--- src/rtl/seg_pkg.sv ---
// Shared types and the 7-segment decoder for the scanned BCD display.
// The decoder returns active-high {g,f,e,d,c,b,a}; output polarity is applied by the user.
package seg_pkg;

  typedef logic [6:0] seg7_t;

  localparam seg7_t SEG_BLANK = 7'h00;

  function automatic seg7_t bcd_to_seg(input logic [3:0] digit);
    seg7_t pattern;
    case (digit)
      4'd0:    pattern = 7'h3F;
      4'd1:    pattern = 7'h06;
      4'd2:    pattern = 7'h5B;
      4'd3:    pattern = 7'h4F;
      4'd4:    pattern = 7'h66;
      4'd5:    pattern = 7'h6D;
      4'd6:    pattern = 7'h7D;
      4'd7:    pattern = 7'h07;
      4'd8:    pattern = 7'h7F;
      4'd9:    pattern = 7'h6F;
      default: pattern = SEG_BLANK;
    endcase
    return pattern;
  endfunction

endpackage

--- src/rtl/edge_sync.sv ---
// Synchronizes a slow level input into clk_sys and emits a one-cycle tick on each rising edge.
// Ticks are suppressed until the history flop holds a real sample, so a level already high at reset release is ignored.
module edge_sync #(
  parameter int SYNC_STAGES = 2
) (
  input  logic clk_sys,
  input  logic rst,
  input  logic d,
  output logic tick
);

  localparam int ARM = SYNC_STAGES + 1;
  localparam int AW  = $clog2(ARM + 1);

  logic [SYNC_STAGES-1:0] sync_r;
  logic                   prev_r;
  logic [AW-1:0]          arm_r;
  logic                   tick_r;

  // Synchronizer chain, edge history, arming counter and registered tick.
  always_ff @(posedge clk_sys) begin
    if (rst) begin
      sync_r <= {SYNC_STAGES{1'b0}};
      prev_r <= 1'b0;
      arm_r  <= {AW{1'b0}};
      tick_r <= 1'b0;
    end else begin
      sync_r <= {sync_r[SYNC_STAGES-2:0], d};
      prev_r <= sync_r[SYNC_STAGES-1];
      if (arm_r != AW'(ARM)) begin
        arm_r <= arm_r + AW'(1);
      end else begin
        arm_r <= arm_r;
      end
      tick_r <= (arm_r == AW'(ARM)) && sync_r[SYNC_STAGES-1] && !prev_r;
    end
  end

  assign tick = tick_r;

endmodule

--- src/rtl/seg_scan_counter.sv ---
// BCD step counter driven by a synchronized slow clock, shown on a multiplexed 7-segment display.
// Anode, segment and decimal-point registers are loaded together from the same index/count sample.
module seg_scan_counter
  import seg_pkg::*;
#(
  parameter int DIGITS      = 4,
  parameter int SYNC_STAGES = 2,
  parameter int ACTIVE_LOW  = 1,
  parameter int BLANK_LZ    = 1
) (
  input  logic                  clk_sys,
  input  logic                  rst,
  input  logic                  scan_clk,
  input  logic                  step_clk,
  input  logic                  run,
  input  logic                  clr,
  output logic [4*DIGITS-1:0]   bcd,
  output logic                  carry,
  output logic [DIGITS-1:0]     an,
  output logic [6:0]            seg,
  output logic                  dp
);

  localparam int               IW      = (DIGITS > 1) ? $clog2(DIGITS) : 1;
  localparam logic             POL_LOW = (ACTIVE_LOW != 0);
  localparam logic [DIGITS-1:0] AN_OFF = POL_LOW ? {DIGITS{1'b1}} : {DIGITS{1'b0}};
  localparam seg7_t            SEG_OFF = POL_LOW ? ~SEG_BLANK : SEG_BLANK;
  localparam logic             DP_OFF  = POL_LOW;

  logic                scan_tick_s;
  logic                step_tick_s;
  logic [4*DIGITS-1:0] bcd_r;
  logic [4*DIGITS-1:0] bcd_inc_s;
  logic                inc_carry_s;
  logic                carry_r;
  logic [IW-1:0]       idx_r;
  logic [IW-1:0]       idx_next_s;
  logic                lit_r;
  logic                lit_next_s;
  logic                zero_above_s;
  logic [3:0]          digit_s;
  logic                digit_blank_s;
  logic [DIGITS-1:0]   an_hi_s;
  seg7_t               seg_hi_s;
  logic [DIGITS-1:0]   an_r;
  seg7_t               seg_r;
  logic                dp_r;

  edge_sync #(.SYNC_STAGES(SYNC_STAGES)) u_scan_sync (
    .clk_sys (clk_sys),
    .rst     (rst),
    .d       (scan_clk),
    .tick    (scan_tick_s)
  );

  edge_sync #(.SYNC_STAGES(SYNC_STAGES)) u_step_sync (
    .clk_sys (clk_sys),
    .rst     (rst),
    .d       (step_clk),
    .tick    (step_tick_s)
  );

  // Ripple BCD increment; inc_carry_s survives the loop only when every digit was 9.
  always_comb begin
    bcd_inc_s   = bcd_r;
    inc_carry_s = 1'b1;
    for (int i = 0; i < DIGITS; i++) begin
      if (inc_carry_s) begin
        if (bcd_r[4*i +: 4] == 4'd9) begin
          bcd_inc_s[4*i +: 4] = 4'd0;
        end else begin
          bcd_inc_s[4*i +: 4] = bcd_r[4*i +: 4] + 4'd1;
          inc_carry_s         = 1'b0;
        end
      end else begin
        bcd_inc_s[4*i +: 4] = bcd_r[4*i +: 4];
      end
    end
  end

  // Count register: clear beats step, a step with run low is dropped.
  always_ff @(posedge clk_sys) begin
    if (rst) begin
      bcd_r   <= {(4*DIGITS){1'b0}};
      carry_r <= 1'b0;
    end else if (clr) begin
      bcd_r   <= {(4*DIGITS){1'b0}};
      carry_r <= 1'b0;
    end else if (step_tick_s && run) begin
      bcd_r   <= bcd_inc_s;
      carry_r <= inc_carry_s;
    end else begin
      carry_r <= 1'b0;
    end
  end

  // The first scan tick only lights digit 0; later ticks advance the index.
  always_comb begin
    idx_next_s = idx_r;
    if (scan_tick_s && lit_r) begin
      if (idx_r == IW'(DIGITS - 1)) begin
        idx_next_s = {IW{1'b0}};
      end else begin
        idx_next_s = idx_r + IW'(1);
      end
    end else begin
      idx_next_s = idx_r;
    end
    lit_next_s = lit_r | scan_tick_s;
  end

  // Select and decode the digit at the next index, blanking leading zeros above digit 0.
  always_comb begin
    zero_above_s  = 1'b1;
    digit_s       = 4'd0;
    digit_blank_s = 1'b0;
    an_hi_s       = {DIGITS{1'b0}};
    for (int k = DIGITS - 1; k >= 0; k--) begin
      zero_above_s = zero_above_s && (bcd_r[4*k +: 4] == 4'd0);
      if (idx_next_s == IW'(k)) begin
        digit_s       = bcd_r[4*k +: 4];
        digit_blank_s = (BLANK_LZ != 0) && (k != 0) && zero_above_s;
        an_hi_s[k]    = 1'b1;
      end else begin
        an_hi_s[k]    = 1'b0;
      end
    end
    seg_hi_s = digit_blank_s ? SEG_BLANK : bcd_to_seg(digit_s);
  end

  // Scan state and display output registers, dark until the first scan tick.
  always_ff @(posedge clk_sys) begin
    if (rst) begin
      idx_r <= {IW{1'b0}};
      lit_r <= 1'b0;
      an_r  <= AN_OFF;
      seg_r <= SEG_OFF;
      dp_r  <= DP_OFF;
    end else begin
      idx_r <= idx_next_s;
      lit_r <= lit_next_s;
      if (lit_next_s) begin
        an_r  <= POL_LOW ? ~an_hi_s : an_hi_s;
        seg_r <= POL_LOW ? ~seg_hi_s : seg_hi_s;
        dp_r  <= ((idx_next_s == {IW{1'b0}}) && !run) ? ~DP_OFF : DP_OFF;
      end else begin
        an_r  <= AN_OFF;
        seg_r <= SEG_OFF;
        dp_r  <= DP_OFF;
      end
    end
  end

  assign bcd   = bcd_r;
  assign carry = carry_r;
  assign an    = an_r;
  assign seg   = seg_r;
  assign dp    = dp_r;

endmodule
--- config.mk ---
export PLATFORM = sky130hd
export DESIGN_NAME = seg_scan_counter
export DESIGN_NICKNAME = d
export VERILOG_FILES = /design/src/rtl/seg_pkg.sv /design/src/rtl/edge_sync.sv /design/src/rtl/seg_scan_counter.sv
export SDC_FILE = /design/constraint.sdc
export NUM_CORES = 1
export LEC_CHECK = 0
export ABC_CLOCK_PERIOD_IN_PS = 3400
export BUFFER_PORTS_ARGS = -buffer_cell sky130_fd_sc_hd__buf_2
export CELL_PAD_IN_SITES_DETAIL_PLACEMENT = 0
export CELL_PAD_IN_SITES_GLOBAL_PLACEMENT = 1
export CORE_MARGIN = 2
export CORE_UTILIZATION = 42
export DETAILED_ROUTE_END_ITERATION = 8
export PLACE_DENSITY = 0.83
export SYNTH_ARGS = -nofsm -noshare
export SYNTH_HDL_FRONTEND = slang
export SYNTH_HIERARCHICAL = 1
export SYNTH_SLANG_ARGS = --single-unit
--- constraint.sdc ---
create_clock -name clk_sys -period 3.4 [get_ports clk_sys]
set_clock_uncertainty 0.15 [all_clocks]
set_input_delay 0.17 -clock clk_sys [delete_from_list [all_inputs] [get_ports clk_sys]]
set_output_delay 0.17 -clock clk_sys [all_outputs]
set_load 0.02 [all_outputs]
==> summary.md, run 1 <==
| Metric | Value |
|---|---|
| Pre-CTS setup slack | `roughly 0.63 ns` |
| Post-CTS sizing | `0` |
| Initial Util | `0.445` |
| FF-to-FF Start | `idx_r[0]` |
| Worst r2r dst | `seg[4]` |
| Initial antenna violation count | `0` |
| Tcrit/Tclk final | `0.816` |
| Leak | `0.946 nW` |
| Worst stage delay on the critical path | `0.62 ns` |
| Worst reg2reg setup slack | `between 0.6 and 0.7 ns` |
| Drt wl/cell | `12.5 um` |
| Placed Instance Area | `2180 um^2` |
| Rel. slew slack | `0.601` |
| DP Wirelength | `2710 um` |
| Die ar. | `~5300 um^2` |
| Post-synth ARST share | `0` |
| Cell variety after synth | `41` |
| Final Cell Area | `2300 um^2` |
| Die W | `72.6 um` |
| Unrepaired setup endpoints after global routing | `false` |
| Critical Path Fanout Max | `5` |
| Worst EP required | `3.44 ns` |
| FILL cells | `434` |
| Layout cells sized above 1 | `0.228` |
| Fin crit period | `between 2 and 3 ns` |
| Setup tns final | `0 ns` |
| GRT Overall Usage | `0.163` |
| # DRC | `0` |
| First-pass GRT wire length | `~6600 um` |
| Synth Flop Type | `dfxtp_1` |
| Count of state elements after synthesis | `44` |
| Clock Latency Late Sink | `0.30 ns` |
| Worst-path cell chain | `ha_1, and4bb_1, nor2_1, mux4_2, inv_1, ha_1, inv_1, a31oi_1, a21bo_1, a21o_1` |
| Synthesized area per cell | `9.41 um^2` |
| Post-synth EDFFs | `0` |
| Peak VDD IR | `about 0.23 mV` |
| Final setup fails | `0` |
| Crit path launch | `idx_r[0]` |
| Area growth from synthesis to layout | `16.2%` |
| MaxCap Viol Count | `0` |
| Area leader, netlist | `dfxtp_1` |
| Syn_nets | `224` |
| H-Tree Depth | `2` |
| CP Depth | `10` |
| Via count | `1539` |
| Netlist Area Pre-Place | `1980 um^2` |
| WP buf/inv | `2` |
| CP endpoint | `seg[4]` |
| Slowest cell on the critical path | `mux4_2` |
| Port bufs | `34` |
| YS warnings | `6` |
| Critical path arrival | `2.81 ns` |
| Share of the synthesized area in the top cell type | `0.446` |
| Root Driver | `clkbuf_8` |
| Gr ovfl total | `0` |
| CTS Buffer Depth | `2` |
| Status | `complete, no violations` |
| Power density cells | `388 nW/um^2` |
| Commonest non-fill, non-tap cell in the layout | `dfxtp_1` |
| Slew at the pin closest to its max-slew limit | `0.582 ns` |
| Vias per cell | `5.10` |
| Pre-Repair DR Iteration Count | `4` |
| Antenna Violating Nets Remaining | `0` |
| ANT cells | `0` |
| CTS Sinks | `44` |
| Die Ht | `72.6 um` |
| Post-layout nets | `264` |
| Final Max Tran Viols | `0` |
| Setup crit start kind | `flip-flop` |
| Clock-pin slew on the worst setup and hold paths | `0.08 ns` |
| Area contributors post-synth | `dfxtp_1 (45%), ha_1 (5.1%), nor2_1 (4.9%)` |
| CP Class | `flip-flop to flip-flop` |
| Seq/Total Area, Yosys | `0.446` |
| Pin count of the biggest net entering global routing | `18` |
| Row cnt | `24` |
| I/O pins | `35` |
| Worst setup EP type | `flip-flop` |
| DRT Wirelength | `3790 um` |
| Worst min-delay path category | `primary input to flip-flop` |
| Final setup margin | `approximately 0.63 ns` |
| Synth Instances | `210` |
| Vias in the first global route | `1423` |
| Reg2reg path depth | `10` |
| Starting DRC count in detailed routing | `a little over 50` |
| Final Hold Violating Endpoints | `0` |
| Worst path top cell family by delay | `multiplexers` |
| CTS tree | `yes` |
| Num CTS Buffers | `5` |
| Fmax | `between 300 and 400 MHz` |
| GP Congestion | `approximately 0.72` |
| Most frequent cells in the layout | `dfxtp_1 (44), buf_2 (34), nor2_1 (26), nand2_1 (13), o21ai_0 (13)` |
| Postcts setup bufs | `0` |
| Core ar. | `4440 um^2` |
## cells in the mapped netlist (5+ instances only)
master / instances
nand3_1: 7
nor3_1: 5
a21o_1: 6
xnor2_1: 5
nand2_1: 13
xor2_1: 6
nor2b_1: 8
a21oi_1: 7
inv_1: 9
dfxtp_1: 44
ha_1: 8
nor2_1: 26
o21ai_0: 13
## per-stage QoR
stage	util	power (mW)	std cells	hold slack, ns
floorplan	-	0.579	210	0.0903
global placement	0.492	0.589	292	0.242
detailed placement	0.492	0.592	292	0.246
CTS	0.517	0.905	302	0.0469
global route	0.517	0.933	302	0.0757
finish	0.517	0.890	302	0.0463
## cell type report
| type | count | area, um^2 | area share |
|---|---|---|---|
| multi-input cells | 152 | 1030 | 0.447 |
| flip-flops and latches | 44 | 881 | 0.384 |
| repair buffers | 38 | 208 | 0.0905 |
| clock buffers | 5 | 68.8 | 0.0300 |
| well taps | 52 | 65.1 | 0.0283 |
| inverters | 9 | 33.8 | 0.0147 |
| clock inverters | 2 | 12.5 | 0.00545 |
## logic make-up after synthesis
logic type                 Yosys count  synth area share
AOI/OAI and AO/OA                   34             0.105
xor gates and xnor gates            11            0.0488
adders and majority gates            8            0.0507
buffers and inverters               14            0.0342
DFF                                 44             0.446
muxes                                8            0.0602
and+or+nand+nor                     91             0.255
## how the worst min path moves through the flow
stage                   from                    end  slack (ns)  depth (start not counted)
CTS                      rst               idx_r[1]        0.05                          2
detailed placement  scan_clk  u_scan_sync/sync_r[0]        0.25                          2
finish                   rst   u_step_sync/arm_r[1]        0.05                          2
global route             rst   u_scan_sync/arm_r[0]        0.08                          2
floorplan                rst     u_scan_sync/prev_r        0.09                          1
global placement    scan_clk  u_scan_sync/sync_r[0]        0.24                          2
## worst register-to-register path: cells and delay by family, from the launching register on
kind	cells	cell delay [ns]
multiplexers	1	0.62
adder cells (fa/ha/maj)	2	0.32
AND/OR/NAND/NOR	2	0.54
AO/OA/AOI/OAI	3	0.49
buffers and inverters	2	0.18
flip-flops	1	0.38
## what timing repair did
action	in CTS	in global routing
hold endpoints to repair	3	0
setup endpoints to repair	0	0
hold buffers	3	0
## power by group
group          total, mW  internal [mW]  leakage, nW  switching [mW]
Combinational     0.0442         0.0226        0.549          0.0215
Sequential         0.537          0.530        0.357         0.00747
Clock              0.309          0.139       0.0400           0.170
Total              0.890          0.691        0.946           0.199
## metal layers
metal	wire (um)	GRT usage	vias up
met3	168	0.0414	4
met2	1660	0.248	35
met1	1900	0.221	695
li1	-	-	805
met5	0	0	-
met4	63	0.0679	0
## registers in the layout (all words and copies together), names as in the netlist
signal / cells
u_step_sync/arm_r: 2
bcd: 16
u_step_sync/prev_r: 1
u_scan_sync/tick: 1
dp: 1
idx_r: 2
u_scan_sync/sync_r: 2
u_scan_sync/prev_r: 1
an: 4
carry: 1
lit_r: 1
u_step_sync/tick: 1
u_scan_sync/arm_r: 2
seg: 7
u_step_sync/sync_r: 2
Note: power is estimated with default switching activity, not from simulation.
==> inputs of run 2 (changes only) <==
ABC_AREA = 1   (was unset)
ABC_CLOCK_PERIOD_IN_PS = 2400   (was 3400)
CORE_UTILIZATION = 37   (was 42)
PLACE_DENSITY = 0.79   (was 0.83)
clock period = 2.4 ns   (was 3.4 ns; I/O delays follow)
==> run 2 against run 1 <==
Non-clock buffer count grew 1. Sequential share of layout area shrank 3.8 points. Global-route usage shrank 1.4 points. Area after synthesis grew 9.4%. Cell count grew 31%. Utilization shrank 5.9 points. Sequential power grew 41%. Routed wire length grew 15%. Clock power grew 56%. Design area grew 11%.
==> summary.md, run 2 <==
| Metric | Value |
|---|---|
| Seq/Total Area, Yosys | `0.408 (-0.0382)` |
| Worst path top cell family by delay | `simple AND/OR/NAND/NOR gates` |
| Final Cell Area | `2550 um^2 (+11%)` |
| WP buf/inv | `1 (-1)` |
| Critical Path Fanout Max | `13 (+8)` |
| Tcrit/Tclk final | `0.901 (+0.0852)` |
| Hold Path Origin | `rst` |
| FF-to-FF Start | `idx_r[0]` |
| Fmax | `463 MHz (+28%)` |
| Reg2reg path depth | `13 (+3)` |
| Worst min-delay path category | `primary input to flip-flop` |
| Leak | `1.16 nW (+23%)` |
| Gr ovfl total | `0 (unchanged)` |
| YS warnings | `6 (unchanged)` |
| Die W | `80.4 um (+11%)` |
| Post-Route Utilization | `0.458 (-0.0589)` |
| Synth Instances | `279 (+33%)` |
| Final setup fails | `0 (unchanged)` |
| ANT cells | `0 (unchanged)` |
| Postcts setup bufs | `0 (unchanged)` |
| Pre-CTS setup slack | `0.205 ns (-0.426 ns)` |
| Placed Instance Area | `2410 um^2 (+10%)` |
| Peak VDD IR | `0.294 mV (+28%)` |
| Power density cells | `516 nW/um^2 (+33%)` |
| Cell variety after synth | `30 (-27%)` |
| Status | `complete, no violations` |
| Unrepaired setup endpoints after global routing | `false` |
| WHS Endpoint | `u_step_sync/sync_r[0]` |
| Vias in the first global route | `1645 (+16%)` |
| Post-synth ARST share | `0 (unchanged)` |
| Starting DRC count in detailed routing | `62 (+22%)` |
| Final setup margin | `0.238 ns (-0.389 ns)` |
| Fin crit period | `2.16 ns (-0.611 ns)` |
| Setup crit start kind | `flip-flop` |
| CP Class | `flip-flop to flip-flop` |
| GRT Overall Usage | `0.150 (-0.0138)` |
| Worst stage delay on the critical path | `0.34 ns (-0.28 ns)` |
| # DRC | `0 (unchanged)` |
| Commonest non-fill, non-tap cell in the layout | `dfxtp_1` |
| Via count | `1829 (+19%)` |
| Post-layout nets | `338 (+28%)` |
| Die Ht | `80.4 um (+11%)` |
| Slew at the pin closest to its max-slew limit | `0.357 ns (-0.225 ns)` |
| GP Congestion | `0.810 (+12%)` |
| Area contributors post-synth | `dfxtp_1 (41%), nand3_1 (7.6%), inv_1 (6.6%)` |
| Critical path arrival | `2.20 ns (-0.61 ns)` |
| I/O pins | `35 (unchanged)` |
| CTS Sinks | `44 (unchanged)` |
| WHS | `0.0297 ns (-0.0167 ns)` |
| Rel. slew slack | `0.760 (+0.159)` |
| Slowest cell on the critical path | `dfxtp_1` |
| Antenna Violating Nets Remaining | `0 (unchanged)` |
| Max reg flops | `16 (unchanged)` |
| Most frequent cells in the layout | `dfxtp_1 (44), inv_1 (38), nand2_1 (38), buf_2 (34)` |
| Netlist Area Pre-Place | `2160 um^2 (+9.4%)` |
| Die ar. | `6470 um^2 (+23%)` |
| Worst EP required | `2.44 ns (-1.00 ns)` |
| Syn_nets | `293 (+31%)` |
| Worst setup EP type | `flip-flop` |
| Row cnt | `27 (+13%)` |
| Clock-pin slew on the worst setup and hold paths | `0.08 ns (about the same)` |
| Num CTS Buffers | `5 (unchanged)` |
| CTS Buffer Depth | `2 (unchanged)` |
| CTS tree | `yes` |
| Worst r2r dst | `seg[3]` |
| Vias per cell | `4.61 (-9.6%)` |
| Port bufs | `34 (unchanged)` |
| DP Wirelength | `3320 um (+22%)` |
| Area leader, netlist | `dfxtp_1` |
| CP most frequent cell | `nand3_1` |
| Share of the synthesized area in the top cell type | `0.408 (-0.0382)` |
| Top post-synthesis cells by count | `dfxtp_1 (44), inv_1 (38), nand2_1 (38), nand3_1 (33), nor2_1 (33)` |
| Clock Latency Late Sink | `0.30 ns (about the same)` |
| First-pass GRT wire length | `7400 um (+12%)` |
| Count of state elements after synthesis | `44 (unchanged)` |
| Pin count of the biggest net entering global routing | `15 (-3)` |
| Final Max Tran Viols | `0 (unchanged)` |
| FILL cells | `578 (+33%)` |
| DRT Wirelength | `4340 um (+15%)` |
| Drt wl/cell | `10.9 um (-13%)` |
| Post-synth EDFFs | `0 (unchanged)` |
| Setup tns final | `0 ns (unchanged)` |
| Initial antenna violation count | `0 (unchanged)` |
| Worst reg2reg setup slack | `0.24 ns (-0.39 ns)` |
| Synth Flop Type | `dfxtp_1` |
| Synthesized area per cell | `7.74 um^2 (-18%)` |
| Initial Util | `0.388 (-0.0569)` |
| MaxCap Viol Count | `0 (unchanged)` |
| Worst-path cell chain | `ha_1, nor2_1, nand2_2, nand2_4, nor2_4, nand2_1, nand3_1, nor2_4, ha_1, inv_1, nand3_1, nand3_1, nand3_1` |
| Area growth from synthesis to layout | `18.1%` |
| Root Driver | `clkbuf_8` |
| Layout cells sized above 1 | `0.265 (+0.0366)` |
| Pre-Repair DR Iteration Count | `4 (unchanged)` |
| Top-count cell post-synth | `dfxtp_1` |
| Core ar. | `5570 um^2 (+25%)` |
| Final Hold Violating Endpoints | `0 (unchanged)` |
| Hold path depth | `2 (unchanged)` |
| H-Tree Depth | `2 (unchanged)` |
-- run 2: cell types whose count changed in the layout (fill, tap and decap cells not counted), moves of 7 or more --
cell     change
nand3_1     +26
nand2_4      +8
nor2_1       +7
nand2_1     +25
nor2b_1      -8
nand2_2     +11
inv_1       +29
-- run 2: per-layer routing --
layer  wire (um)  track usage  vias to the layer above
met2        1980        0.232                       32
met4         105       0.0780                        0
met3         150       0.0393                        7
met1        2110        0.190                      804
li1            -            -                      986
met5           0            0                        -
-- run 2: final cells by class --
cell class              count  area [um^2]  share of cell area
multi-input cells         188         1090               0.429
flip-flops and latches     44          881               0.345
repair buffers             39          218              0.0853
inverters                  46          176              0.0692
well taps                  72         90.1              0.0353
clock buffers               6         82.6              0.0324
clock inverters             2         10.0             0.00392
-- run 2: repair_timing --
item / CTS / global route
hold buffers: 4 / 0
endpoints found under the hold margin: 6 / 0
endpoints found under the setup margin: 0 / 4
gates resized for setup: 0 / 1
-- run 2: cell families after synthesis --
| family | share of synthesized area |
|---|---|
| simple gates | 0.382 |
| flops | 0.408 |
| compound gates | 0.0591 |
| buf+inv | 0.0886 |
| xor+xnor | 0.0162 |
| fa+ha+maj | 0.0463 |
-- run 2: per-stage QoR --
stage / cells / power (mW)
global placement: 385 / 0.843
finish: 397 / 1.32
detailed placement: 385 / 0.847
global route: 397 / 1.38
floorplan: 279 / 0.827
CTS: 397 / 1.33
-- run 2: how the worst max path moves through the flow --
stage	endpoint	start	slack (ns)	depth (start not counted)
after floorplan	seg[6]	idx_r[0]	0.33	15
final	seg[3]	idx_r[0]	0.24	13
after CTS	seg[5]	idx_r[0]	0.19	14
after detailed placement	seg[5]	idx_r[0]	0.21	14
after global routing	seg[5]	idx_r[0]	0.002	14
after global placement	seg[3]	idx_r[0]	0.27	13
-- run 2: where the power goes --
part / internal [mW] / switching [mW]
combinational: 0.0320 / 0.0419
sequential: 0.748 / 0.0109
clock: 0.230 / 0.252
total: 1.01 / 0.305
==> inputs of run 3 (changes only) <==
ABC_AREA = unset   (was 1)
GPL_ROUTABILITY_DRIVEN = 0   (was unset)
PLACE_DENSITY = 0.77   (was 0.79)
==> run 3 against run 2 <==
The run now ends with setup timing left. Largest power group unchanged. Routed wire length fell by 1.7%. Utilization rose by 4.1 points. Register-to-register slack got worse by 0.35 ns. Design area rose by 0.49%. Hold slack improved by 0.14 ns. Worst setup slack got worse by 0.35 ns. Global-route usage rose by 0.23 points. Largest cell class unchanged. Non-clock buffer count rose by 19.
==> summary.md, run 3 (synthesis gave the netlist of run 1 again) <==
| Metric | Value |
|---|---|
| Power, Total | `1.41 mW (+6.9%)` |
| Area growth from synthesis to layout | `29.8%` |
| Fin crit period | `2.51 ns (+0.353 ns)` |
| Worst reg2reg setup slack | `-0.11 ns (-0.35 ns)` |
| Port bufs | `34 (unchanged)` |
| CTS Sinks | `44 (unchanged)` |
| Clock-pin slew on the worst setup and hold paths | `0.09 ns (about the same)` |
| First-pass GRT wire length | `7110 um (-3.9%)` |
| Pre-Repair DR Iteration Count | `4 (unchanged)` |
| Vias per cell | `4.85 (+5.2%)` |
| Clock Latency Late Sink | `0.31 ns (about the same)` |
| # DRC | `0 (unchanged)` |
| Max reg flops | `16 (unchanged)` |
| Setup crit start kind | `flip-flop` |
| Die Ht | `77.1 um (-4.2%)` |
| Final setup margin | `-0.115 ns (-0.353 ns)` |
| Pin count of the biggest net entering global routing | `18 (+3)` |
| Drt wl/cell | `12.5 um (+14%)` |
| Rel. slew slack | `0.763 (+0.00275)` |
| GRT Overall Usage | `0.152 (+0.00229)` |
| Hold Path Origin | `clr` |
| Via count | `1653 (-9.6%)` |
| Vias in the first global route | `1512 (-8.1%)` |
| FF-to-FF Start | `idx_r[0]` |
| Most frequent cells in the layout | `dfxtp_1 (42), buf_2 (34), nor2_1 (24), buf_4 (19), nand2_1 (13)` |
| Row cnt | `26 (-3.7%)` |
| MaxCap Viol Count | `0 (unchanged)` |
| Final Max Tran Viols | `0 (unchanged)` |
| Fmax | `398 MHz (-14%)` |
| Status | `finished, violations left` |
| Crit path launch | `idx_r[0]` |
| Leak | `1.07 nW (-8.4%)` |
| I/O pins | `35 (unchanged)` |
| Worst min-delay path category | `primary input to flip-flop` |
| Setup tns final | `-0.493 ns (-0.493 ns)` |
| Core ar. | `5140 um^2 (-7.8%)` |
| CTS Buffer Depth | `2 (unchanged)` |
| Violated checks | `setup timing` |
| Commonest non-fill, non-tap cell in the layout | `dfxtp_1` |
| Critical path arrival | `2.56 ns (+0.36 ns)` |
| Die ar. | `5940 um^2 (-8.2%)` |
| Power density cells | `548 nW/um^2 (+6.4%)` |
| Unrepaired setup endpoints after global routing | `true` |
| Peak VDD IR | `0.220 mV (-25%)` |
| DRT Wirelength | `4270 um (-1.7%)` |
| Worst EP required | `2.45 ns (about the same)` |
| Root Driver | `clkbuf_8` |
| CTS tree | `yes` |
| Worst setup EP type | `flip-flop` |
| Layout cells sized above 1 | `0.328 (+0.0638)` |
| Initial Util | `0.384 (-0.00328)` |
| H-Tree Depth | `2 (unchanged)` |
| Die W | `77.1 um (-4.2%)` |
| WHS | `0.171 ns (+0.141 ns)` |
| CP Class | `flip-flop to flip-flop` |
| Placed Instance Area | `2330 um^2 (-3.6%)` |
| Final setup fails | `6 (+6)` |
| Final std cells w/o fill | `341 (-14%)` |
| Antenna Violating Nets Remaining | `0 (unchanged)` |
| Post-Place Cells | `322 (-16%)` |
| Final Cell Area | `2560 um^2 (+0.49%)` |
| Final Hold Violating Endpoints | `0 (unchanged)` |
| Slew at the pin closest to its max-slew limit | `0.352 ns (-0.00470 ns)` |
| Critical Path Fanout Max | `4 (-9)` |
| Num CTS Buffers | `5 (unchanged)` |
| Tcrit/Tclk final | `1.05 (+0.147)` |
| DP Wirelength | `3030 um (-8.6%)` |
| Starting DRC count in detailed routing | `54 (-13%)` |
| Gr ovfl total | `0 (unchanged)` |
| ANT cells | `0 (unchanged)` |
| Initial antenna violation count | `0 (unchanged)` |
| Post-layout nets | `284 (-16%)` |
run 3: path summary, 6_finish.rpt:
check | endpoint | depth (start not counted)
min | bcd[11] | 3
min reg2reg | u_step_sync/sync_r[1] | 1
max reg2reg | seg[1] | 9
max | seg[1] | 9
run 3: layout make-up:
| type | instances | area, um^2 |
|---|---|---|
| clock inverters | 3 | 46.3 |
| well taps | 70 | 87.6 |
| inverters | 9 | 36.3 |
| fillers | 527 | 2580 |
| flip-flops and latches | 44 | 883 |
| repair buffers | 58 | 364 |
| multi-input cells | 152 | 1080 |
| clock buffers | 5 | 68.8 |
run 3: through the flow:
step	utilization	setup slack [ns]
floorplan	-	-0.0698
global placement	0.453	-0.0522
detailed placement	0.453	-0.113
CTS	0.485	-0.0729
global route	0.499	-0.223
finish	0.499	-0.115
run 3: critical path, stage by stage, from the launching register on:
cell	delay [ns]
dfxtp_2	0.37
ha_4	0.14
and4bb_2	0.25
nor2_4	0.17
mux4_2	0.58
buf_6	0.16
ha_4	0.25
or2b_1	0.09
a21oi_1	0.05
or2_1	0.21
run 3: routing by layer:
layer  part of all wire  global-route usage
met1               0.47               0.198
met2               0.47               0.243
met3              0.045              0.0447
met4              0.012              0.0482
met5                  0                   0
run 3: what timing repair did:
| item | CTS | global route |
|---|---|---|
| pin swaps | 0 | 8 |
| hold buffers | 4 | 0 |
| resized for setup | 3 | 9 |
| endpoints found under the hold margin | 6 | 0 |
| endpoints found under the setup margin | 7 | 7 |
| setup buffers | 1 | 6 |
run 3: where the power goes:
group	total (mW)	internal (mW)	switching, mW
Clock	0.580	0.313	0.267
Combinational	0.0647	0.0332	0.0315
Sequential	0.761	0.750	0.0103
Total	1.41	1.10	0.309
